===== config.mk =====
export PLATFORM = sky130hd
export DESIGN_NAME = operand_fetch_flat
export DESIGN_NICKNAME = d
export VERILOG_FILES = /design/src/rtl/core_pkg.sv /design/src/rtl/operand_fetch_if.sv /design/src/rtl/operand_fetch_reg_scoreboard.sv /design/src/rtl/operand_fetch.sv /design/src/flat_wrapper.sv
export SDC_FILE = /design/constraint.sdc
export NUM_CORES = 1
export LEC_CHECK = 0
export CORE_MARGIN = 5
export CORE_UTILIZATION = 40
export DETAILED_ROUTE_END_ITERATION = 8
export PLACE_DENSITY_LB_ADDON = 0.12
export REMOVE_ABC_BUFFERS = 1
export SLEW_MARGIN = 20
export SYNTH_ARGS = -nofsm -noshare
export SYNTH_HDL_FRONTEND = slang
export SYNTH_SLANG_ARGS = --single-unit
export TNS_END_PERCENT = 30

===== constraint.sdc =====
create_clock -name clk -period 2.9 [get_ports clk]
set_clock_uncertainty 0.2 [all_clocks]
set_input_delay 0.58 -clock clk [delete_from_list [all_inputs] [get_ports clk]]
set_output_delay 0.58 -clock clk [all_outputs]
set_load 0.005 [all_outputs]

===== src/rtl/core_pkg.sv =====
// core_pkg: widths, address/data types and constants that the core stages share.
//   WIDTH      data width (XLEN)
//   REG_COUNT  number of architectural registers (x0 reads as zero)
//   ADDR_WIDTH register address width
package core_pkg;
  localparam int WIDTH      = 32;
  localparam int REG_COUNT  = 32;
  localparam int ADDR_WIDTH = $clog2(REG_COUNT);

  typedef logic [ADDR_WIDTH-1:0] reg_addr_t;
  typedef logic [WIDTH-1:0]      word_t;

  localparam reg_addr_t REG_ZERO = '0;
endpackage


===== src/rtl/operand_fetch_if.sv =====
// operand_fetch_if: every bus the register-read stage touches, bundled together.
//   in_*    decoded instruction from decode (valid/ready)
//   rf_*    regfile read ports 1/2 and the writeback port (dest)
//   wb_*    writeback from execute/memory
//   flush   kills the instruction held in the output register
//   out_*   operands to execute (valid/ready)
// Modports: slave = the operand_fetch stage, master = the surrounding pipeline.
interface operand_fetch_if #(
  parameter int WIDTH      = core_pkg::WIDTH,
  parameter int ADDR_WIDTH = core_pkg::ADDR_WIDTH
);
  logic                  in_valid;
  logic                  in_ready;
  logic [ADDR_WIDTH-1:0] in_rs1_addr;
  logic [ADDR_WIDTH-1:0] in_rs2_addr;
  logic [ADDR_WIDTH-1:0] in_rd_addr;
  logic                  in_rd_wr;

  logic                  rf_rs1_en;
  logic [ADDR_WIDTH-1:0] rf_rs1_addr;
  logic [WIDTH-1:0]      rf_rs1_data;
  logic                  rf_rs2_en;
  logic [ADDR_WIDTH-1:0] rf_rs2_addr;
  logic [WIDTH-1:0]      rf_rs2_data;

  logic                  wb_en;
  logic [ADDR_WIDTH-1:0] wb_addr;
  logic [WIDTH-1:0]      wb_data;
  logic                  rf_dest_en;
  logic [ADDR_WIDTH-1:0] rf_dest_addr;
  logic [WIDTH-1:0]      rf_dest_data;

  logic                  flush;
  logic                  out_valid;
  logic                  out_ready;
  logic [WIDTH-1:0]      out_rs1_val;
  logic [WIDTH-1:0]      out_rs2_val;
  logic [ADDR_WIDTH-1:0] out_rd_addr;
  logic                  out_rd_wr;

  modport slave (
    input  in_valid, in_rs1_addr, in_rs2_addr, in_rd_addr, in_rd_wr,
    input  rf_rs1_data, rf_rs2_data, wb_en, wb_addr, wb_data, flush, out_ready,
    output in_ready, rf_rs1_en, rf_rs1_addr, rf_rs2_en, rf_rs2_addr,
    output rf_dest_en, rf_dest_addr, rf_dest_data,
    output out_valid, out_rs1_val, out_rs2_val, out_rd_addr, out_rd_wr
  );

  modport master (
    output in_valid, in_rs1_addr, in_rs2_addr, in_rd_addr, in_rd_wr,
    output rf_rs1_data, rf_rs2_data, wb_en, wb_addr, wb_data, flush, out_ready,
    input  in_ready, rf_rs1_en, rf_rs1_addr, rf_rs2_en, rf_rs2_addr,
    input  rf_dest_en, rf_dest_addr, rf_dest_data,
    input  out_valid, out_rs1_val, out_rs2_val, out_rd_addr, out_rd_wr
  );
endinterface


===== src/rtl/operand_fetch_reg_scoreboard.sv =====
// reg_scoreboard: one pending bit per architectural register.
//   clk, rst_n           clock / async active-low reset (clears every bit)
//   set_en/set_addr      new writer accepted
//   clr_a_en/clr_a_addr  writeback retires a writer
//   clr_b_en/clr_b_addr  flushed writer
//   q_addr/q_hit         NUM_Q combinational lookups (x0 never hits)
// A set and a clear of the same bit in one cycle leave it set: the clear
// belongs to the old writer, the set to the new one.
module reg_scoreboard
  import core_pkg::*;
#(
  parameter int REG_COUNT  = core_pkg::REG_COUNT,
  parameter int ADDR_WIDTH = core_pkg::ADDR_WIDTH,
  parameter int NUM_Q      = 3
) (
  input  logic                             clk,
  input  logic                             rst_n,
  input  logic                             set_en,
  input  logic [ADDR_WIDTH-1:0]            set_addr,
  input  logic                             clr_a_en,
  input  logic [ADDR_WIDTH-1:0]            clr_a_addr,
  input  logic                             clr_b_en,
  input  logic [ADDR_WIDTH-1:0]            clr_b_addr,
  input  logic [NUM_Q-1:0][ADDR_WIDTH-1:0] q_addr,
  output logic [NUM_Q-1:0]                 q_hit
);
  logic [REG_COUNT-1:0] pending;
  logic [REG_COUNT-1:0] pending_d;

  always_comb begin
    pending_d = pending;
    if (clr_a_en) pending_d[clr_a_addr] = 1'b0;
    if (clr_b_en) pending_d[clr_b_addr] = 1'b0;
    if (set_en)   pending_d[set_addr]   = 1'b1;
    pending_d[0] = 1'b0;
  end

  always_ff @(posedge clk or negedge rst_n) begin
    if (!rst_n) pending <= '0;
    else        pending <= pending_d;
  end

  for (genvar i = 0; i < NUM_Q; i++) begin : g_q
    assign q_hit[i] = pending[q_addr[i]] && (q_addr[i] != REG_ZERO);
  end
endmodule


===== src/rtl/operand_fetch.sv =====
// operand_fetch: register-read stage. Reads rs1/rs2 from the regfile, stalls
// on RAW/WAW hazards against in-flight writers, and registers the operands
// for execute with a one-cycle latency.
//   clk, rst_n  clock / async active-low reset
//   bus         operand_fetch_if.slave (decode in, regfile ports, writeback,
//               flush, execute out)
// Build option OPFETCH_BYPASS_EN: when defined, a writeback in the same cycle
// both resolves the hazard and forwards wb_data into the operand; when
// undefined, the stage waits until the value is visible in the regfile.
module operand_fetch
  import core_pkg::*;
#(
  parameter int WIDTH      = core_pkg::WIDTH,
  parameter int REG_COUNT  = core_pkg::REG_COUNT,
  parameter int ADDR_WIDTH = core_pkg::ADDR_WIDTH
) (
  input logic            clk,
  input logic            rst_n,
  operand_fetch_if.slave bus
);
  typedef logic [ADDR_WIDTH-1:0] addr_t;
  typedef logic [WIDTH-1:0]      data_t;
  typedef struct packed {
    data_t rs1_val;
    data_t rs2_val;
    addr_t rd_addr;
    logic  rd_wr;
  } opnd_t;

  // lookup slots: 0 = rs1, 1 = rs2, 2 = rd
  addr_t [2:0] q_addr;
  logic  [2:0] sb_hit;
  logic  [2:0] pend;
  logic        hazard;
  logic        accept;
  logic        out_valid_q;
  opnd_t       out_q;
  opnd_t       out_d;

  assign q_addr = {bus.in_rd_addr, bus.in_rs2_addr, bus.in_rs1_addr};

`ifdef OPFETCH_BYPASS_EN
  logic [2:0] wb_hit;
  for (genvar i = 0; i < 3; i++) begin : g_pend
    assign wb_hit[i] = bus.wb_en && (bus.wb_addr == q_addr[i]);
    assign pend[i]   = sb_hit[i] && !wb_hit[i];
  end
`else
  assign pend = sb_hit;
`endif

  assign hazard = bus.in_valid && (pend[0] || pend[1] || (bus.in_rd_wr && pend[2]));
  // flush blocks accept so a killed slot is never refilled in the same cycle
  assign bus.in_ready = !hazard && (!out_valid_q || bus.out_ready) && !bus.flush;
  assign accept       = bus.in_valid && bus.in_ready;

  always_comb begin
    out_d         = '0;
    out_d.rs1_val = (bus.in_rs1_addr == REG_ZERO) ? '0 : bus.rf_rs1_data;
    out_d.rs2_val = (bus.in_rs2_addr == REG_ZERO) ? '0 : bus.rf_rs2_data;
`ifdef OPFETCH_BYPASS_EN
    if (bus.in_rs1_addr != REG_ZERO && wb_hit[0]) out_d.rs1_val = bus.wb_data;
    if (bus.in_rs2_addr != REG_ZERO && wb_hit[1]) out_d.rs2_val = bus.wb_data;
`endif
    out_d.rd_addr = bus.in_rd_addr;
    out_d.rd_wr   = bus.in_rd_wr;
  end

  always_ff @(posedge clk or negedge rst_n) begin
    if (!rst_n) begin
      out_valid_q <= 1'b0;
      out_q       <= '0;
    end else if (accept) begin
      out_valid_q <= 1'b1;
      out_q       <= out_d;
    end else if (bus.flush || bus.out_ready) begin
      out_valid_q <= 1'b0;
    end
  end

  reg_scoreboard #(
    .REG_COUNT  (REG_COUNT),
    .ADDR_WIDTH (ADDR_WIDTH),
    .NUM_Q      (3)
  ) u_sb (
    .clk        (clk),
    .rst_n      (rst_n),
    .set_en     (accept && bus.in_rd_wr),
    .set_addr   (bus.in_rd_addr),
    .clr_a_en   (bus.wb_en),
    .clr_a_addr (bus.wb_addr),
    .clr_b_en   (bus.flush && out_valid_q && out_q.rd_wr),
    .clr_b_addr (out_q.rd_addr),
    .q_addr     (q_addr),
    .q_hit      (sb_hit)
  );

  assign bus.rf_rs1_en    = bus.in_valid;
  assign bus.rf_rs1_addr  = bus.in_rs1_addr;
  assign bus.rf_rs2_en    = bus.in_valid;
  assign bus.rf_rs2_addr  = bus.in_rs2_addr;
  assign bus.rf_dest_en   = bus.wb_en && (bus.wb_addr != REG_ZERO);
  assign bus.rf_dest_addr = bus.wb_addr;
  assign bus.rf_dest_data = bus.wb_data;

  assign bus.out_valid   = out_valid_q;
  assign bus.out_rs1_val = out_q.rs1_val;
  assign bus.out_rs2_val = out_q.rs2_val;
  assign bus.out_rd_addr = out_q.rd_addr;
  assign bus.out_rd_wr   = out_q.rd_wr;
endmodule


===== src/flat_wrapper.sv =====
// flat-port wrapper written by rule: the top's interface ports become plain ports
module operand_fetch_flat import core_pkg::*;
#(
  parameter int WIDTH      = core_pkg::WIDTH,
  parameter int REG_COUNT  = core_pkg::REG_COUNT,
  parameter int ADDR_WIDTH = core_pkg::ADDR_WIDTH
)
  (clk, rst_n, bus_in_valid, bus_in_rs1_addr, bus_in_rs2_addr, bus_in_rd_addr, bus_in_rd_wr, bus_rf_rs1_data, bus_rf_rs2_data, bus_wb_en, bus_wb_addr, bus_wb_data, bus_flush, bus_out_ready, bus_in_ready, bus_rf_rs1_en, bus_rf_rs1_addr, bus_rf_rs2_en, bus_rf_rs2_addr, bus_rf_dest_en, bus_rf_dest_addr, bus_rf_dest_data, bus_out_valid, bus_out_rs1_val, bus_out_rs2_val, bus_out_rd_addr, bus_out_rd_wr);
  operand_fetch_if #(.WIDTH(WIDTH), .ADDR_WIDTH(ADDR_WIDTH)) bus_i ();
  input logic clk;
  input logic rst_n;
  input wire logic [$bits(bus_i.in_valid)-1:0] bus_in_valid;
  input wire logic [$bits(bus_i.in_rs1_addr)-1:0] bus_in_rs1_addr;
  input wire logic [$bits(bus_i.in_rs2_addr)-1:0] bus_in_rs2_addr;
  input wire logic [$bits(bus_i.in_rd_addr)-1:0] bus_in_rd_addr;
  input wire logic [$bits(bus_i.in_rd_wr)-1:0] bus_in_rd_wr;
  input wire logic [$bits(bus_i.rf_rs1_data)-1:0] bus_rf_rs1_data;
  input wire logic [$bits(bus_i.rf_rs2_data)-1:0] bus_rf_rs2_data;
  input wire logic [$bits(bus_i.wb_en)-1:0] bus_wb_en;
  input wire logic [$bits(bus_i.wb_addr)-1:0] bus_wb_addr;
  input wire logic [$bits(bus_i.wb_data)-1:0] bus_wb_data;
  input wire logic [$bits(bus_i.flush)-1:0] bus_flush;
  input wire logic [$bits(bus_i.out_ready)-1:0] bus_out_ready;
  output wire logic [$bits(bus_i.in_ready)-1:0] bus_in_ready;
  output wire logic [$bits(bus_i.rf_rs1_en)-1:0] bus_rf_rs1_en;
  output wire logic [$bits(bus_i.rf_rs1_addr)-1:0] bus_rf_rs1_addr;
  output wire logic [$bits(bus_i.rf_rs2_en)-1:0] bus_rf_rs2_en;
  output wire logic [$bits(bus_i.rf_rs2_addr)-1:0] bus_rf_rs2_addr;
  output wire logic [$bits(bus_i.rf_dest_en)-1:0] bus_rf_dest_en;
  output wire logic [$bits(bus_i.rf_dest_addr)-1:0] bus_rf_dest_addr;
  output wire logic [$bits(bus_i.rf_dest_data)-1:0] bus_rf_dest_data;
  output wire logic [$bits(bus_i.out_valid)-1:0] bus_out_valid;
  output wire logic [$bits(bus_i.out_rs1_val)-1:0] bus_out_rs1_val;
  output wire logic [$bits(bus_i.out_rs2_val)-1:0] bus_out_rs2_val;
  output wire logic [$bits(bus_i.out_rd_addr)-1:0] bus_out_rd_addr;
  output wire logic [$bits(bus_i.out_rd_wr)-1:0] bus_out_rd_wr;
  assign bus_i.in_valid = bus_in_valid;
  assign bus_i.in_rs1_addr = bus_in_rs1_addr;
  assign bus_i.in_rs2_addr = bus_in_rs2_addr;
  assign bus_i.in_rd_addr = bus_in_rd_addr;
  assign bus_i.in_rd_wr = bus_in_rd_wr;
  assign bus_i.rf_rs1_data = bus_rf_rs1_data;
  assign bus_i.rf_rs2_data = bus_rf_rs2_data;
  assign bus_i.wb_en = bus_wb_en;
  assign bus_i.wb_addr = bus_wb_addr;
  assign bus_i.wb_data = bus_wb_data;
  assign bus_i.flush = bus_flush;
  assign bus_i.out_ready = bus_out_ready;
  assign bus_in_ready = bus_i.in_ready;
  assign bus_rf_rs1_en = bus_i.rf_rs1_en;
  assign bus_rf_rs1_addr = bus_i.rf_rs1_addr;
  assign bus_rf_rs2_en = bus_i.rf_rs2_en;
  assign bus_rf_rs2_addr = bus_i.rf_rs2_addr;
  assign bus_rf_dest_en = bus_i.rf_dest_en;
  assign bus_rf_dest_addr = bus_i.rf_dest_addr;
  assign bus_rf_dest_data = bus_i.rf_dest_data;
  assign bus_out_valid = bus_i.out_valid;
  assign bus_out_rs1_val = bus_i.out_rs1_val;
  assign bus_out_rs2_val = bus_i.out_rs2_val;
  assign bus_out_rd_addr = bus_i.out_rd_addr;
  assign bus_out_rd_wr = bus_i.out_rd_wr;
  operand_fetch #(.WIDTH(WIDTH), .REG_COUNT(REG_COUNT), .ADDR_WIDTH(ADDR_WIDTH)) u_core (.clk(clk), .rst_n(rst_n), .bus(bus_i));
endmodule

==> results.txt <==
Worst setup EP type - primary output
Routability Congestion - 0.894
ys async rst share - 100%
max_cap viols - 0
Cell Chain, Critical Path - mux4_2 > mux4_2 > o211ai_2 > o211a_1 > nand2_2 > a21boi_2 > buf_2
top cells by area, synth - dfrtp_1, mux2i_1, buf_4
startpoint types - register
final setup TNS - -0.231 ns
Synth Area in Adders - 0%
Hold Fails Final Rpt - 0
Yosys top cell area share - 43.0%
Final Cycle Share - 108%
DR iter-0 viols - 298
most used cell, CP - mux4_2
vias in the first global route - 5659
GR Util met2 - 32.1%
fmax - 0.319 GHz
Arr. time, crit path - 2.35 ns
WS Path Type - register to primary output
Worst R2R Start - u_core.u_sb.pending[7]
final hold slack - 0.00525 ns
CP required - 2.12 ns
gr busiest metal - met2
Rel. slew slack - 49.6%
RSZ-0062 raised after global routing - true
Worst Tran Pin Value - 0.753 ns
max-slew violations - 0
first-pass GRT wire length - 30900 µm
Post-synth top cells - dfrtp_1, mux2i_1, nand2_1
XOR/XNOR Fraction of Synth Area - 0%
total congestion overflow - 0
H-tree depth - 3
count leader, synth - dfrtp_1
Final Net Count - 921
WP buf/inv - 1
layout cell share with drive strength beyond 1 - 22.3%
Post-synth EDFFs - 0
Seq/Total Area, Yosys - 43.0%
Synth Register Bits - 102
delay-heaviest family, CP - multiplexers
wire length per cell - 20.3 µm
met3 track demand over resource - 8.70%
Tmin final - 3.13 ns
outcome - complete, but fails checks
main combinational cell family by area after synthesis - multiplexers
vias - 5391
I/O pin total - 245
slowest stage delay, CP - 0.48 ns
met1 Use GR - 29.6%
DIE AREA - 17400 µm²
final antenna-violating net count - 0
post-synthesis mux area share - 20.7%
vias per cell - 5.46
Yosys cell types - 40
TritonCTS clock tree - built
pin count of the biggest net entering global routing - 44
CTS Buffer Depth - 2
VDD IR-drop max - 0.269 mV
antenna violations before repair - 0
die height - 132 µm
total CTS buffers - 9
DRC Markers - 0
initial core utilization - 40.8%
syn avg cell area - 10.2 µm²
slowest stage cell, crit path - mux4_2
Tot Pwr - 4.77 mW
Worst Reg2Reg Path Length in Cells - 9
RR Endpoint - u_core.u_sb.pending[3]
setup ws final - -0.230 ns
PD cells - 540 nW/µm²
clk slew on worst S/H paths - 0.07 ns
leading area contributor after synthesis - dfrtp_1
Simple-Gate Fraction of Synth Area - 11.5%
R2R Setup Slk - 0.01 ns
hpwl dp - 14900 µm
Hold Crit Class - input port to asynchronous set/reset pin
post-synthesis cell count - 584
Leak - 4.43 nW
cell row count - 44
drt pass-1 iters - 5
Syn-to-layout area delta - 48.8%
# setup viols final - 2
failing checks - setup timing
PortBufs - 180
CTS sink cnt - 102
Yosys Warn Count - 0
clk_lat worst skew - 0.35 ns
GRT Total Usage - 22.4%
Post-Syn Area - 5940 µm²
Primary FF master, synth - dfrtp_1
Compound-Gate Fraction of Synth Area - 11.4%
WL final - 20100 µm
Worst Path Max Fanout - 2
core box area - 14500 µm²
Ant. Diodes - 0
root buffer cell - clkbuf_16
Die W - 132 µm
hold_buf cts - 0
## routing by layer
metal | wire [µm] | part of all wire, % | up-vias
met2 | 8660 | 43 | 339
met5 | 43 | 0.21 | -
li1 | - | - | 2427
met1 | 8400 | 42 | 2564
met4 | 725 | 3.6 | 2
met3 | 2230 | 11 | 59
## through the flow
step | utilization (%) | cell area [µm²] | worst slack, ns | std cells
floorplan | - | 5390 | -2.38 | 501
CTS | 59.8 | 8680 | -0.220 | 982
detailed placement | 55.8 | 8110 | -1.15 | 945
global route | 60.8 | 8840 | -0.319 | 987
global placement | 55.8 | 8110 | -1.14 | 945
finish | 60.8 | 8840 | -0.230 | 987
## worst reg2reg max path: stages, from the launching register on
cell and delay, ns:
dfrtp_1 0.42, mux4_2 0.47, mux4_2 0.48, o211ai_2 0.15, o211a_1 0.19, buf_4 0.13, nand4_4 0.10, buf_12 0.18
buf_12 0.15, o31ai_1 0.31
## cell usage in the layout (no fill, tap or decap), drive strengths merged, types with 4 or more instances in the layout
cell and count:
o22ai 4, dlygate4sd2 5, mux2i 89, nor3 4
o221ai 31, inv 68, o31ai 32, or3b 7
nand2 79, nor2 12, clkbuf 16, dfrtp 102
buf 110, nand3b 14, or3 4, mux2 10
clkdlybuf4s50 165, mux4 10, nand3 8
## how the worst max path moves through the flow
stage / endpoint / slack, ns / startpoint / cells past startpoint
after floorplan: u_core.bus.out_rd_addr[0] / -2.38 / bus_in_rs1_addr[1] / 6
after global placement: bus_in_ready / -1.14 / bus_in_rs1_addr[1] / 8
after detailed placement: bus_in_ready / -1.15 / bus_in_rs1_addr[1] / 8
after CTS: bus_in_ready / -0.22 / u_core.u_sb.pending[10] / 7
after global routing: bus_in_ready / -0.32 / u_core.u_sb.pending[27] / 8
final: bus_in_ready / -0.23 / u_core.u_sb.pending[7] / 7
## kinds of logic (layout without fill, tap and decap cells)
| kind of cell | after synthesis | after routing |
|---|---|---|
| simple gates | 140 | 140 |
| flops | 102 | 102 |
| buf+inv | 150 | 369 |
| mux | 109 | 109 |
| compound gates | 83 | 83 |
## timing repair
| action | in CTS | in global routing |
|---|---|---|
| endpoints found under the setup margin | 103 | 98 |
| cloned | 3 | 3 |
| setup buffers | 19 | 4 |
| pin swaps | 17 | 8 |
| resized for setup | 64 | 18 |
## final cells by class
cell class / count / area, µm²
clock buffers: 12 / 256
clock inverters: 4 / 30.0
repair buffers: 286 / 2820
fillers: 1243 / 5700
flip-flops and latches: 102 / 2550
inverters: 67 / 251
well taps: 184 / 230
multi-input cells: 332 / 2700
## where the power goes
part / internal (mW) / total, mW / leakage [nW] / switching [mW]
sequential: 1.74 / 1.97 / 1.25 / 0.230
clock: 0.633 / 1.17 / 0.139 / 0.536
combinational: 1.01 / 1.64 / 3.04 / 0.623
total: 3.38 / 4.77 / 4.43 / 1.39
## sequential cells by signal (all words and copies together), names as in the netlist
signal	count
u_core.bus.out_rs1_val	32
u_core.bus.out_rs2_val	32
u_core.u_sb.pending	31
u_core.bus.out_rd_addr	5
u_core.bus.out_rd_wr	1
u_core.bus.out_valid	1
No activity file was read; power rests on OpenSTA's default activity.
